**src/rtl/regfile.sv**
```systemverilog
// regfile: 32 x 32-bit general-purpose register file for the MIPS integer
// pipeline. It has one synchronous write port, fed by write-back, and two
// combinational read ports, serving decode. A read of the register being
// written in the same cycle returns the new data through a bypass.
// Register 0 is hardwired to zero.
//
// Ports:
//   clk            rising-edge clock for writes
//   rst            asynchronous, active-high; clears every register
//   we/waddr/wdata write enable, destination register, write data
//   re1/raddr1     read enable / address, port 1 (rs)
//   rdata1         read data, port 1
//   re2/raddr2     read enable / address, port 2 (rt)
//   rdata2         read data, port 2
module regfile (
  input  logic        clk,
  input  logic        rst,
  input  logic        we,
  input  logic [4:0]  waddr,
  input  logic [31:0] wdata,
  input  logic        re1,
  input  logic [4:0]  raddr1,
  output logic [31:0] rdata1,
  input  logic        re2,
  input  logic [4:0]  raddr2,
  output logic [31:0] rdata2
);

  localparam int unsigned RegNum     = 32;
  localparam int unsigned RegBus     = 32;
  localparam int unsigned RegAddrBus = 5;

  logic [RegBus-1:0] regs_q [RegNum];
  logic [RegBus-1:0] regs_d [RegNum];

  // Entry 0 is never written, so it stays at its reset value of zero.
  always_comb begin
    regs_d = regs_q;
    if (we && (waddr != '0)) begin
      regs_d[waddr] = wdata;
    end
  end

  always_ff @(posedge clk or posedge rst) begin
    if (rst) begin
      for (int unsigned i = 0; i < RegNum; i++) begin
        regs_q[i] <= '0;
      end
    end else begin
      regs_q <= regs_d;
    end
  end

  // Read priority: reset, address 0, disabled port, same-cycle bypass, array.
  function automatic logic [RegBus-1:0] read_port(
    input logic                  rd_en,
    input logic [RegAddrBus-1:0] rd_addr
  );
    logic [RegBus-1:0] val;
    val = '0;
    if (rst) begin
      val = '0;
    end else if (rd_addr == '0) begin
      val = '0;
    end else if (!rd_en) begin
      val = '0;
    end else if (we && (waddr == rd_addr)) begin
      val = wdata;
    end else begin
      val = regs_q[rd_addr];
    end
    return val;
  endfunction

  always_comb begin
    rdata1 = '0;
    rdata2 = '0;
    rdata1 = read_port(re1, raddr1);
    rdata2 = read_port(re2, raddr2);
  end

endmodule

```
**config.mk**
```make
export PLATFORM = sky130hd
export DESIGN_NAME = regfile
export DESIGN_NICKNAME = d
export VERILOG_FILES = /design/src/rtl/regfile.sv
export SDC_FILE = /design/constraint.sdc
export NUM_CORES = 2
export LEC_CHECK = 0
export ABC_AREA = 0
export CORE_ASPECT_RATIO = 0.8
export CORE_MARGIN = 3
export CORE_UTILIZATION = 50
export CTS_BUF_LIST = sky130_fd_sc_hd__clkbuf_16
export DETAILED_ROUTE_END_ITERATION = 12
export HOLD_SLACK_MARGIN = 0.05
export PLACE_DENSITY = 0.69
export SLEW_MARGIN = 20
export SYNTH_ARGS = -nofsm -noshare
export SYNTH_HDL_FRONTEND = slang
export SYNTH_SLANG_ARGS = --single-unit
```
**constraint.sdc**
```tcl
create_clock -name clk -period 75.1 [get_ports clk]
set_input_delay 15.02 -clock clk [delete_from_list [all_inputs] [get_ports clk]]
set_output_delay 15.02 -clock clk [all_outputs]
set_load 0.05 [all_outputs]
```
Yosys cells after proc, flatten, opt, wreduce, memory -nomap -nowiden
Cells that the tools add are included.
{ "totals": {"latchBits": 0, "regBits": 1024, "out_inout_bits": 64, "rom_bits": 0, "mem_count": 0, "word_cells": 65, "mem_bits_rw": 0} }
{ "classes": {"n_addsub": 0, "mux": 17, "magnitude_cmp": 4, "bitwise_logic": 3, "div_mod_pow": 0, "shift": 0, "n_reduce_logical": 7, "mul": 0, "n_eq_ne": 2} }
{ "op_table": {"columns": ["operator", "n"], "rows": [
  ["$bwmux W1024", 1],
  ["$mux W32", 13],
  ["$bmux W32 S5", 2],
  ["$demux W32 S5", 1],
  ["$ge A6 B6 Y1 const B", 3],
  ["$not A5 Y6", 3],
  ["$eq A5 B5 Y1", 2],
  ["$logic_not A5 Y1", 2],
  ["$lt A6 B1 Y1 const B", 1],
  ["$reduce_bool A5 Y1", 1],
  ["$logic_and A1 B1 Y1", 4]
]} }

Depth between registers and ports, before layout
{ "depth": {"depth_word": 8, "mapped_depth": 9, "depth_no_buf": 5} }

Worst setup path before layout
No wires, ideal clock.
{ "synth_timing": {"kind": "input port to output port", "start": "input port rst", "end": "output port rdata2[30]", "path_stages": 3, "path_slack_ns": 19.708, "arrival_ns": 40.372, "path_cell_list": "inv_1 nand3_1 nor3_1"} }
{ "synth_via": {"elab_chain_cells": 1} }
{ "synth_rtl": {"columns": ["item", "line", "text"], "rows": [
  ["start, declared", "17", "input logic rst,"],
  ["$mux W32", "61", "if (rst) begin"],
  ["end, declared", "26", "output logic [31:0] rdata2"]
]} }
Every way passes these cells.

Worst setup path after layout
{ "layout_timing": {"start": "input port raddr2[4]", "end": "output port rdata2[26]"} }
{ "layout_via": {"elab_chain_cells": 8, "word_cells_on_any_way": 11, "cone_classes": "eq/ne (1); mux (7); bitwise (1); reduce/logical (2)"} }
{ "layout_rtl": {"columns": ["item", "line", "text"], "rows": [
  ["start, declared", "25", "input logic [4:0] raddr2,"],
  ["$not A5 Y6 (not written as such)", "70", "val = regs_q[rd_addr];"],
  ["$bmux W32 S5", "70", null],
  ["$mux W32 (not written as such) (2 in series)", "70", null],
  ["$mux W32", "67", "end else if (we && (waddr == rd_addr)) begin"],
  ["$mux W32", "65", "end else if (!rd_en) begin"],
  ["$mux W32 (*)", "63", "end else if (rd_addr == '0) begin"],
  ["$mux W32 (*)", "61", null]
]} }
Mark *: on every way between the ends. The rest lies on a longest branch, timed or not. The select of a mux whose other input is x is not followed.

==> impl_metrics.yaml <==
power:
  power.density_nw_per_um2: 26.14
  intPower_w: 0.001135
  p_clk_share_pct: 33.1
  vdd_ir_drop_max_mv: 0.01933
  switching_share_pct: 28.47
  switchingPower_w: 0.0004518
  leakagePower_nw: 26.10
  power_frac_comb_pct: 20.6
  power_frac_seq_pct: 46.4
timing:
  finalCritPeriodShare_pct: 46.63
  maxSlewHeadroom_pct: 24.74
  finalSetupTns_ns: 0
  clock.fmax_ghz: 0.02856
  setup_violations: 0
  fin_crit_ns: 35.02
  rsz0062_at_grt: "no"
  fin_skew_ns: 0
  slew_violations: 0
  worstMarginPinSlew_ns: 1.126
  final_hold_viol_count: 0
synthesis:
  ys_async_sr_fraction_pct: 100.0
  syn-cell-area_um2: 55420
  synth_nets: 3940
  synth.avg_cell_area_um2: 14.25
  syn_inst: 3888
  ys_types: 61
  ys.flop_type: "dfrtp_1"
  yosysSeqAreaShare_pct: 46.24
  yosysWarnings: 0
  synth_edf_count: 0
  synth_seq_cells: 1024
floorplan:
  dieArea_um2: 114900
  die_x_um: 378.2
  die_h_um: 303.8
  io_pins: 116
  core_area_um2: 109200
  start_util_pct: 50.76
  placementRows: 108
worst_hold_path:
  whs_path_depth: 0
  min_path_type: "reg2reg"
worst_setup_path:
  rr_worst_depth: 1
  cp_data_required_time_ns: 60.08
  worstSetupStartpointType: "primary input"
  end_kind: "primary output"
  regToRegSetupSlack_ns: 74.29
  cp_max_fo: 46
  arrival_ns: 20.00
  crit_type: "in2out"
cts:
  path_clk_slew_ns: 0.06
  hold_buffers: 0
  h-tree-depth: 3
  cts_resized: 0
  clk_latency_ns: 0.70
  postCtsSetupBuffers: 0
  cts_made_buffers: 104
  cts_max_path_buffers: 3
  cts-root-buf: "clkbuf_16"
  tritoncts: "done"
  clock-sinks: 1024
flow_run:
  drv_cap: 0
routing:
  vias: 37600
  wire_per_inst_um: 34.36
  vias_per_cell: 7.097
  routed_wl_um: 182000
  postRouteAntennaNets: 0
  drc: 0
  drtIter0Drc: 4931
  firstDrtPassIters: 6
placement:
  portBuffers: 115
  place.gp.congestion: 0.8295
  dp_hpwl_um: 99590
outcome:
  status: "complete, no violations"
final_layout:
  final_nets: 3834
  drive_gt1_share_pct: 44.79
  largest_registers: "regs_q x1024"
  final_util_pct: 55.60
  area_growth_pct: 9.541
  largest_reg_flops: 1024
  top_register: "regs_q"
global_route:
  grt_max_degree: 102
  grt-ovfl-total: 0
  grt_antenna_before_repair: 3
  grt_pass1_wl_um: 264200
  grt_pass1_vias: 36790
  grtUsageTotal_pct: 31.58
==> placed cells by master (no fill, tap or decap), types with 9 or more instances in the layout <==
master	n
o21ai_0	94
nor2_4	21
xnor2_1	9
clkdlybuf4s50_1	102
nand2_1	55
buf_4	115
nor2_1	71
mux4_2	398
or2_2	9
nor3_1	31
nand2_2	15
a22oi_1	76
mux2_2	991
nand2b_1	9
o32ai_1	22
clkbuf_16	104
o21ai_1	11
clkinv_2	23
a221o_1	31
dfrtp_1	1024
inv_1	20
a221oi_1	94
clkinv_1	24
o22ai_1	46
mux2i_1	255
a21oi_1	59
bufinv_16	11
o21bai_1	32
==> area by class of cell <==
cell class / instances / area (um2)
Inverter: 6 / 31.28
Clock inverter: 87 / 768.2
Sequential cell: 1024 / 25620
Antenna cell: 1 / 2.502
Fill cell: 8773 / 48480
Multi-Input combinational cell: 2413 / 27810
Clock buffer: 104 / 2603
Timing Repair Buffer: 233 / 2076
Tap cell: 1430 / 1789
==> kinds of logic after synthesis <==
| group | Yosys count | share of synthesized area, % |
|---|---|---|
| buffers and inverters | 451 | 4.064 |
| flip-flops | 1024 | 46.24 |
| AND/OR/NAND/NOR | 254 | 2.091 |
| XOR/XNOR | 10 | 0.1581 |
| AO/OA/AOI/OAI | 497 | 6.367 |
| multiplexers | 1652 | 41.08 |
==> final timing paths <==
check / from / end
max: raddr2[4] / rdata2[26]
min: regs_q[996] / regs_q[996]
max reg2reg: regs_q[328] / regs_q[328]
min reg2reg: regs_q[996] / regs_q[996]
max in group asynchronous: rst / regs_q[660]
min in group asynchronous: rst / regs_q[161]
==> worst max-delay path: stages <==
cell and delay, ns:
buf_4 0.38, buf_4 0.88, clkinv_2 0.93, buf_4 0.70, a221oi_1 0.43, a22oi_1 0.12
a21oi_1 0.29, a221o_1 0.21, clkdlybuf4s50_1 0.90
==> per-layer routing <==
layer / vias to the layer above / wire length [um] / GRT usage (%)
met3: 375 / 22170 / 9.652
met2: 2328 / 77160 / 44.01
li1: 14820 / - / -
met1: 20080 / 76610 / 47.39
met5: - / 0 / 0
met4: 0 / 6088 / 9.730
==> Yosys cell counts, types with 2 or more instances <==
library cell,number,share of area [%]
clkbuf_1,223,1.5
buf_12,2,0.072
o21ai_1,11,0.099
nor2b_1,10,0.11
nand2_1,70,0.47
or2_2,9,0.10
nor3b_1,3,0.041
mux2i_1,255,4.6
nand3b_1,4,0.054
inv_1,5,0.034
o211ai_1,5,0.068
mux2_1,8,0.16
or3_1,2,0.023
mux4_2,398,16
buf_2,135,1.2
nor4_1,3,0.034
a21oi_1,59,0.53
a22oi_1,76,1.0
nand3_1,7,0.063
a211o_1,8,0.13
o21bai_1,32,0.43
a311oi_1,5,0.079
and2_1,2,0.023
nand2b_1,10,0.11
xnor2_1,9,0.14
o22ai_1,46,0.52
buf_1,20,0.14
o21ai_0,94,0.85
nor2_1,88,0.60
a221oi_1,94,1.5
mux2_2,991,20
a211oi_1,3,0.041
buf_4,34,0.46
o32ai_1,22,0.35
dfrtp_1,1024,46
a221o_1,31,0.56
nor3_1,32,0.29
or2_0,4,0.045
nor2_2,4,0.045
buf_6,29,0.59
==> through the flow <==
step                      std cells   power, W  setup slack, ns  hold slack (ns)  cell area (um2)
final                          5298   0.001587            40.08           0.4007            60700
after global routing           5297   0.001647            39.94           0.4145            60700
after CTS                      5295   0.001586            40.24           0.3990            60670
after detailed placement       5104   0.001063            40.22           0.3837            57300
after global placement         5104   0.001051            40.26           0.3813            57300
after floorplan                3888  0.0009781            19.71           0.4413            55420
==> power by group through the flow <==
stage	logic, W	registers [W]	clock network (W)
2_1_floorplan	0.000261	0.000717	0
3_3_place_gp	0.000316	0.000735	0
3_5_place_dp	0.000323	0.000740	0
4_1_cts	0.000325	0.000731	0.000530
5_1_grt	0.000349	0.000747	0.000552
6_report	0.000326	0.000736	0.000525
Note: power is estimated with default switching activity, not from simulation.
